===== src/rtl/agc_defs.vh =====
// Shared AGC definitions: FSM state encodings and default tuning constants.
`ifndef AGC_DEFS_VH
`define AGC_DEFS_VH
localparam logic [1:0]  AGC_ST_ACCUM     = 2'd0;
localparam logic [1:0]  AGC_ST_EVAL      = 2'd1;
localparam logic [1:0]  AGC_ST_UPDATE    = 2'd2;
localparam int          AGC_WINDOW_LOG2  = 6;
localparam logic [11:0] AGC_TARGET       = 12'd512;
localparam logic [11:0] AGC_HYST         = 12'd32;
localparam logic [11:0] AGC_STEP         = 12'd16;
localparam logic [11:0] AGC_GAIN_INIT    = 12'd1024;
localparam logic [11:0] AGC_GAIN_MIN     = 12'd64;
localparam logic [11:0] AGC_GAIN_MAX     = 12'd4032;
`endif


===== src/rtl/agc_gain_control_pkg.sv =====
// Types shared by the AGC block, built on the common AGC definitions.
package agc_gain_control_pkg;
  `include "agc_defs.vh"

  typedef enum logic [1:0] {
    ST_ACCUM  = AGC_ST_ACCUM,
    ST_EVAL   = AGC_ST_EVAL,
    ST_UPDATE = AGC_ST_UPDATE
  } agc_state_e;

  typedef enum logic [1:0] {
    DIR_NONE = 2'd0,
    DIR_UP   = 2'd1,
    DIR_DOWN = 2'd2
  } agc_dir_e;
endpackage


===== src/rtl/agc_abs.sv =====
// Saturating magnitude of a 12-bit two's-complement sample (-2048 maps to 2047).
module agc_abs (
  input  logic signed [11:0] data_i,
  output logic        [11:0] mag_o
);
  always_comb begin
    mag_o = $unsigned(data_i);
    if (data_i == -12'sd2048) begin
      mag_o = 12'd2047;
    end else if (data_i[11]) begin
      mag_o = $unsigned(-data_i);
    end
  end
endmodule


===== src/rtl/agc_gain_control.sv =====
// Windowed mean-magnitude AGC: accumulate a window, compare with a dead-band,
// then step the gain up or down within clamp limits. Registers use the falling edge.
module agc_gain_control
  import agc_gain_control_pkg::*;
#(
  parameter int          WINDOW_LOG2 = AGC_WINDOW_LOG2,
  parameter logic [11:0] TARGET      = AGC_TARGET,
  parameter logic [11:0] HYST        = AGC_HYST,
  parameter logic [11:0] STEP        = AGC_STEP,
  parameter logic [11:0] GAIN_INIT   = AGC_GAIN_INIT,
  parameter logic [11:0] GAIN_MIN    = AGC_GAIN_MIN,
  parameter logic [11:0] GAIN_MAX    = AGC_GAIN_MAX
) (
  input  logic        ip_clock,
  input  logic        ip_reset,
  input  logic [11:0] ip_data,
  input  logic        ip_valid,
  input  logic        ip_hold,
  output logic [11:0] op_gain,
  output logic        op_gain_valid,
  output logic [11:0] op_level,
  output logic        op_busy,
  output logic [1:0]  op_dbg_state
);
  localparam int ACC_W = 12 + WINDOW_LOG2;
  localparam logic [WINDOW_LOG2-1:0] CNT_LAST = '1;
  localparam logic signed [12:0] BAND_HI     = $signed({1'b0, TARGET}) + $signed({1'b0, HYST});
  localparam logic signed [12:0] BAND_LO_RAW = $signed({1'b0, TARGET}) - $signed({1'b0, HYST});
  localparam logic signed [12:0] BAND_LO     = (BAND_LO_RAW < 0) ? 13'sd0 : BAND_LO_RAW;

  agc_state_e              state_q, state_d;
  agc_dir_e                dir_q, dir_d;
  logic [ACC_W-1:0]        acc_q, acc_d;
  logic [WINDOW_LOG2-1:0]  cnt_q, cnt_d;
  logic [11:0]             level_q, level_d;
  logic [11:0]             gain_q, gain_d;

  logic [11:0]             mag;
  logic [ACC_W-1:0]        acc_sum;
  logic signed [12:0]      level_s;
  logic [12:0]             gain_up;
  logic signed [12:0]      gain_dn;
  logic [11:0]             gain_cand;
  logic                    apply;

  agc_abs u_abs (
    .data_i (ip_data),
    .mag_o  (mag)
  );

  assign acc_sum = acc_q + {{WINDOW_LOG2{1'b0}}, mag};
  assign level_s = $signed({1'b0, level_q});
  assign gain_up = {1'b0, gain_q} + {1'b0, STEP};
  assign gain_dn = $signed({1'b0, gain_q}) - $signed({1'b0, STEP});

  // The stepped gain is shown during UPDATE and committed on the edge leaving it,
  // so hold only has an effect in that one cycle.
  always_comb begin
    gain_cand = gain_q;
    case (dir_q)
      DIR_UP:   gain_cand = (gain_up > {1'b0, GAIN_MAX}) ? GAIN_MAX : gain_up[11:0];
      DIR_DOWN: gain_cand = (gain_dn < $signed({1'b0, GAIN_MIN})) ? GAIN_MIN : gain_dn[11:0];
      default:  gain_cand = gain_q;
    endcase
  end

  assign apply         = (state_q == ST_UPDATE) && !ip_hold;
  assign op_gain       = apply ? gain_cand : gain_q;
  assign op_gain_valid = apply;
  assign op_level      = level_q;
  assign op_busy       = (state_q == ST_EVAL) || (state_q == ST_UPDATE);
  assign op_dbg_state  = state_q;
  assign gain_d        = op_gain;

  always_comb begin
    state_d = state_q;
    dir_d   = dir_q;
    acc_d   = acc_q;
    cnt_d   = cnt_q;
    level_d = level_q;
    case (state_q)
      ST_ACCUM: begin
        if (ip_valid) begin
          acc_d = acc_sum;
          cnt_d = cnt_q + 1'b1;
          if (cnt_q == CNT_LAST) begin
            level_d = acc_sum[ACC_W-1:WINDOW_LOG2];
            state_d = ST_EVAL;
          end
        end
      end
      ST_EVAL: begin
        if (level_s > BAND_HI) begin
          dir_d = DIR_DOWN;
        end else if (level_s < BAND_LO) begin
          dir_d = DIR_UP;
        end else begin
          dir_d = DIR_NONE;
        end
        state_d = ST_UPDATE;
      end
      ST_UPDATE: begin
        acc_d   = '0;
        cnt_d   = '0;
        state_d = ST_ACCUM;
      end
      default: begin
        state_d = ST_ACCUM;
      end
    endcase
  end

  always_ff @(negedge ip_clock or negedge ip_reset) begin
    if (!ip_reset) begin
      state_q <= ST_ACCUM;
      dir_q   <= DIR_NONE;
      acc_q   <= '0;
      cnt_q   <= '0;
      level_q <= '0;
      gain_q  <= GAIN_INIT;
    end else begin
      state_q <= state_d;
      dir_q   <= dir_d;
      acc_q   <= acc_d;
      cnt_q   <= cnt_d;
      level_q <= level_d;
      gain_q  <= gain_d;
    end
  end
endmodule


===== config.mk =====
export PLATFORM = sky130hd
export DESIGN_NAME = agc_gain_control
export DESIGN_NICKNAME = d
export VERILOG_FILES = /design/src/rtl/agc_gain_control_pkg.sv /design/src/rtl/agc_abs.sv /design/src/rtl/agc_gain_control.sv
export VERILOG_INCLUDE_DIRS = /design/src /design/src/rtl
export SDC_FILE = /design/constraint.sdc
export NUM_CORES = 1
export LEC_CHECK = 0
export CORE_ASPECT_RATIO = 1.25
export CORE_MARGIN = 10
export CORE_UTILIZATION = 55
export DETAILED_ROUTE_END_ITERATION = 7
export GPL_TIMING_DRIVEN = 1
export PLACE_DENSITY = 0.79
export SYNTH_ARGS = -nofsm -noshare
export SYNTH_HDL_FRONTEND = slang
export SYNTH_HIERARCHICAL = 1
export SYNTH_SLANG_ARGS = --single-unit

===== constraint.sdc =====
create_clock -name ip_clock -period 3.1 [get_ports ip_clock]
set_input_delay 0.62 -clock ip_clock [delete_from_list [all_inputs] [get_ports ip_clock]]
set_output_delay 0.62 -clock ip_clock [all_outputs]
set_load 0.01 [all_outputs]

==> impl_summary.md, run 1 <==
Clocking
The buffer depth of the longest clock path is 2. The buffer cell driving the clock tree root is sky130_fd_sc_hd__clkbuf_8. The clock sink total is 52. The clock tree synthesis step divided the H-tree into 2 levels.

The number of buffers created by CTS is 5.

Floorplanning
The height of the die is 110 um. The starting density of the core is 57.0%. The top-level port count is 44.

The number of rows created at floorplan is 32. The horizontal die dimension is 92.0 um.

Synth
The number of nets produced by synthesis is 444. Yosys mapped a number of flops with a built-in enable equal to 0. In this run the mean area of a mapped cell was 8.81 sq um. The proportion of register bits with asynchronous set or reset after synthesis is 100%. In the synthesized netlist the dominant register cell turns out to be sky130_fd_sc_hd__dfrtn_1.

The count of cell types in the netlist is 66. The commonest cells after synthesis are 51 x sky130_fd_sc_hd__dfrtn_1, 49 x sky130_fd_sc_hd__nand2_1, 31 x sky130_fd_sc_hd__o21ai_0, 24 x sky130_fd_sc_hd__a21oi_1, 23 x sky130_fd_sc_hd__ha_1. The most used standard cell by instance count after synthesis is sky130_fd_sc_hd__dfrtn_1. The register area share after synthesis is 36.6%.

The portion of synthesized cell area occupied by the leading cell type is 35.9%. Summing every instance area after synthesis gives 3560 sq um. The total number of yosys warnings is 6.

The post-synthesis cell count is 404. sky130_fd_sc_hd__dfrtn_1 takes more of the synthesized area than any other cell. After synthesis, the cell types taking the most area are sky130_fd_sc_hd__dfrtn_1 36%, sky130_fd_sc_hd__ha_1 8.1%, sky130_fd_sc_hd__nand2_1 5.2%.

The number of register bits inferred by synthesis is 52.

Placed design
The port buffer count is 43. After detailed placement, the design holds a cell count of 623. The placer congestion estimate is 0.964. Detailed placement finished with a half-perimeter wire length of 8480 um.

Status
The failing step is global routing (5_1_grt). The first error in the log reads "[ERROR DPL-0038] Utilization greater than 100%, impossible to legalize". The flow did not finish.

STA
After global-route timing repair, the worst endpoint was op_level[9]$_DFFE_NN0P_/D. After the last repair the worst path ends at a register data pin.

GRT
Entering global routing, the biggest net connects 30 pins.
-- through the flow --
step | util [%] | hold slack, ns | setup WS [ns] | instance area, sq um
floorplan | - | 0.415 | -1.95 | 3780
global placement | 80.6 | 0.440 | -2.39 | 5040
detailed placement | 80.6 | 0.445 | -2.49 | 5040
CTS | 93.6 | 0.464 | -1.70 | 5850
-- cell families after synthesis --
family | after synthesis | synth area share (%)
fa+ha+maj | 24 | 8.65
flops | 52 | 36.6
buf+inv | 34 | 4.29
compound gates | 121 | 22.4
xor+xnor | 26 | 6.40
simple gates | 143 | 20.4
mux | 4 | 1.23
-- what timing repair did --
item | in CTS
resized for setup | 266
gates cloned | 1
pin swaps | 82
buffers inserted | 37
setup endpoints to repair | 76
hold buffers | 0
==> run 2, diff against run 1 <==
CORE_ASPECT_RATIO = default   (was 1.25)
CORE_UTILIZATION = 40   (was 55)
PLACE_DENSITY = default   (was 0.79)
PLACE_DENSITY_LB_ADDON = 0.15   (was default)
==> run 2 against run 1 <==
The flow now finishes, with violations (setup timing). Synthesized area is the same. Synthesized cell count did not move.
==> impl_summary.md, run 2 <==
Floorplanning
The starting density of the core was 41.0% (-16 points). The core box area is 8680 sq um. The top-level port count is 44 (unchanged). The number of rows created at floorplan is 34 (+6.3%). The height of the die is 114 um (+4.0%). The horizontal die dimension is 114 um (+24%).

The die footprint is 13100 sq um.

Clocking
The CTS H-tree depth was 2 (unchanged). The buffer depth of the longest clock path came to 2 (unchanged). Clock-pin slew was measured on the worst setup and hold paths at 0.08 ns. The insertion delay to the later sink of the worst-skew pair is 0.38 ns. The cell sitting at the root of the clock tree is a sky130_fd_sc_hd__clkbuf_8. The TritonCTS clock tree is built. The number of buffers inserted by hold repair at cts is 0 (unchanged). The clock sink total is 52 (unchanged). The number of buffers created by CTS is 5 (unchanged).

STA
The post-route clock skew is 0.0718 ns. For the final routed database, the setup TNS stands at -61.62 ns. The relative max-transition margin is 67.3%. The smallest setup slack after layout is -1.71 ns.

Setup repair after global routing could not meet its margin everywhere. The final-report setup violation count is 53. The slew at the pin closest to its max-slew limit is 0.488 ns. The hold violation count in the final report is 0. The number of pins with negative max-slew slack in the final report was 0.

Synth
The synthesized area is 3560 sq um (unchanged). The count of cell types in the netlist was 66 (unchanged). The combinational family with the most area after synthesis is compound AO/OA/AOI/OAI gates.

By area the synthesized netlist is led by sky130_fd_sc_hd__dfrtn_1 36%, sky130_fd_sc_hd__ha_1 8.1%, sky130_fd_sc_hd__nand2_1 5.2%. The average instance area after synthesis is 8.81 sq um (unchanged). The number of register bits inferred by synthesis was 52 (unchanged).

For this run, the leading register cell type out of synthesis is sky130_fd_sc_hd__dfrtn_1. The adder and majority gate portion of the synthesized area is 8.65% (unchanged). The number of nets produced by synthesis is 444 (unchanged). The fraction of synthesized area in multiplexers is 1.23% (unchanged). The area fraction in and, or, nand and nor cells after synthesis is 20.4% (unchanged).

Ranked by instance count, the synthesized netlist is headed by 51 x sky130_fd_sc_hd__dfrtn_1, 49 x sky130_fd_sc_hd__nand2_1, 31 x sky130_fd_sc_hd__o21ai_0, 24 x sky130_fd_sc_hd__a21oi_1, 23 x sky130_fd_sc_hd__ha_1. The post-synthesis cell count is 404 (unchanged). The total number of yosys warnings is 6 (unchanged). The synthesized-area fraction occupied by ao, oa, aoi and oai cells is 22.4% (unchanged). The most common cell in the synthesized netlist is sky130_fd_sc_hd__dfrtn_1. The biggest area consumer among synthesized cells is sky130_fd_sc_hd__dfrtn_1. The proportion of register bits with asynchronous set or reset after synthesis is 100% (unchanged). The register area share after synthesis was 36.6% (unchanged). The count of flip-flops with a built-in enable after synthesis came to 0 (unchanged). The area share of xor/xnor cells in the synthesized design came to 6.40% (unchanged). The portion of synthesized cell area occupied by the leading cell type is 35.9% (unchanged).

Drt
The detail-routed via count per cell is 5.46. The total vias in the final route is 3869. The average routed wire per standard cell is 17.3 um.

The first-pass detailed-route iteration total is 4. The routed design has 12300 um of wire. The iteration-0 DRC count of the detailed router is 254. The detail route stage leaves a number of antenna-violating nets equal to 0. After detailed routing, the number of remaining DRC violations is 0.

Cells and area
The finished layout holds 709 standard cells, fillers aside. The register name with the most flops is acc_q. The final instance area is 6260 sq um. In the layout the commonest cells are 126 x sky130_fd_sc_hd__buf_4, 51 x sky130_fd_sc_hd__dfrtn_1, 45 x sky130_fd_sc_hd__buf_6. The most frequent standard cell in the layout excluding fill and tap cells is sky130_fd_sc_hd__buf_4. The final net count is 640. The post-synthesis to final-layout area growth is 76.0%.

The diode insertion count for antenna repair is 0. The register with the most flip-flops in the layout has 18 of them. The proportion of layout cells with a drive suffix above 1 is 54.6%.

Hold path
The type of the most critical hold path is reg2reg.

Pwr
IR analysis of the VDD net gives a maximum drop of 0.630 mV. The analysis attributes to cell leakage a power of 0.00290 uW. The overall power consumption is 4960 uW.

In this run the power density over the cells is 791 nW/um^2.

Placed design
The count of placed standard cells including taps is 654 (+5.0%). The sum of net half-perimeters after detailed placement is 7940 um (-6.4%). The port buffer count is 43 (unchanged). The placer congestion estimate is 0.893 (-7.4%). The instance area at placement is 5130 sq um (+1.8%).

Status
The checks that failed: setup timing. The flow ran to the end, but the final reports show violations.

Job
The number of max-cap violations is 0.

GRT
The number of global-route vias before repair is 3852. The residual overflow from global routing is 0. The first global-routing pass estimated 19100 um of wire. The number of antenna violations at the first check in global routing was 0. Entering global routing, the biggest net connects 53 pins. In the global route stage, overall resource usage came out at 17.6%.

Critical path
The maximum fanout along the worst path is 6. The signal on the critical path passes through buf_6, buf_6, buf_6, nand3_1, nor2_1, xor2_1, nand4_1, a311o_1, and2_4, buf_6. The critical path in this run is classified as reg2out. The kind of launch point of the worst setup path is a flip-flop. STA classifies the critical path endpoint as a primary output. In this design, the critical path's most frequently occurring cell is sky130_fd_sc_hd__buf_6. On the worst path, the slowest cell contributes a delay of 0.49 ns. The signal arrival time at the worst endpoint is 4.19 ns. STA puts the critical path data required time at 2.48 ns. The slowest stage cell on the critical path is sky130_fd_sc_hd__a311o_1. The critical path contains buffers and inverters numbering 4 combined.

The cell class contributing the biggest share of worst-path delay is simple AND/OR/NAND/NOR gates.
==> run 2: cell counts after synthesis <==
No cell type changed its count.
==> run 2: logic make-up after synthesis <==
logic type                 count (synthesis)
DFF                                       52
AOI/OAI and AO/OA                        121
muxes                                      4
and+or+nand+nor                          143
xor gates and xnor gates                  26
buffers and inverters                     34
adders and majority gates                 24
==> run 2: where the power goes <==
group	switching, uW	internal [uW]	total, uW
clock network	269	168	437
registers	206	907	1110
logic	1590	1820	3410
==> run 2: repair_timing <==
item                                    4_1_cts  5_1_grt
resized for setup                           298       36
pin swaps                                    97       46
endpoints found under the setup margin       75       57
gates cloned                                  0        1
buffers inserted                             36       17
==> run 2: per-layer routing <==
metal | vias to the layer above | share of wire [%] | track usage (%) | wire length, um
met4 | 0 | 1.5 | 3.84 | 181
met1 | 1929 | 42 | 21.4 | 5130
met2 | 70 | 54 | 31.2 | 6580
li1 | 1853 | - | - | -
met5 | - | 0 | 0 | 0
met3 | 17 | 3.2 | 3.30 | 399
==> run 2: through the flow <==
step,hold slack (ns),utilization (%),setup WS (ns)
2_1_floorplan,0.415,-,-1.95
3_3_place_gp,0.435,59.1,-2.39
3_5_place_dp,0.443,59.1,-2.47
4_1_cts,0.453,68.7,-1.68
5_1_grt,0.491,72.2,-1.81
6_report,0.453,72.2,-1.71
==> run 2: worst paths after layout <==
| kind | startpoint | slack, ns | endpoint | cells past startpoint |
|---|---|---|---|---|
| worst min-delay path | cnt_q[0]$_DFFE_NN0P_ | 0.45 | cnt_q[0]$_DFFE_NN0P_ | 1 |
| worst max-delay path | gain_q[4]$_DFF_NN0_ | -1.71 | op_gain[2] | 10 |
| worst max register to register | gain_q[4]$_DFF_NN0_ | 0.65 | gain_q[2]$_DFF_NN0_ | 10 |
| min in group asynchronous | ip_reset | 1.72 | gain_q[3]$_DFF_NN0_ | 2 |
| max in group asynchronous | ip_reset | 1.04 | gain_q[10]$_DFF_NN1_ | 2 |
| worst min register to register | cnt_q[0]$_DFFE_NN0P_ | 0.45 | cnt_q[0]$_DFFE_NN0P_ | 1 |
==> run 2: layout make-up <==
type	instances	area [sq um]
clock buffers	5	68.8
clock inverters	4	31.3
fillers	627	2410
inverters	15	71.3
multi-input cells	318	2900
flip-flops and latches	52	1300
well taps	108	135
repair buffers	207	1760
Note: power is estimated with default switching activity, not from simulation.
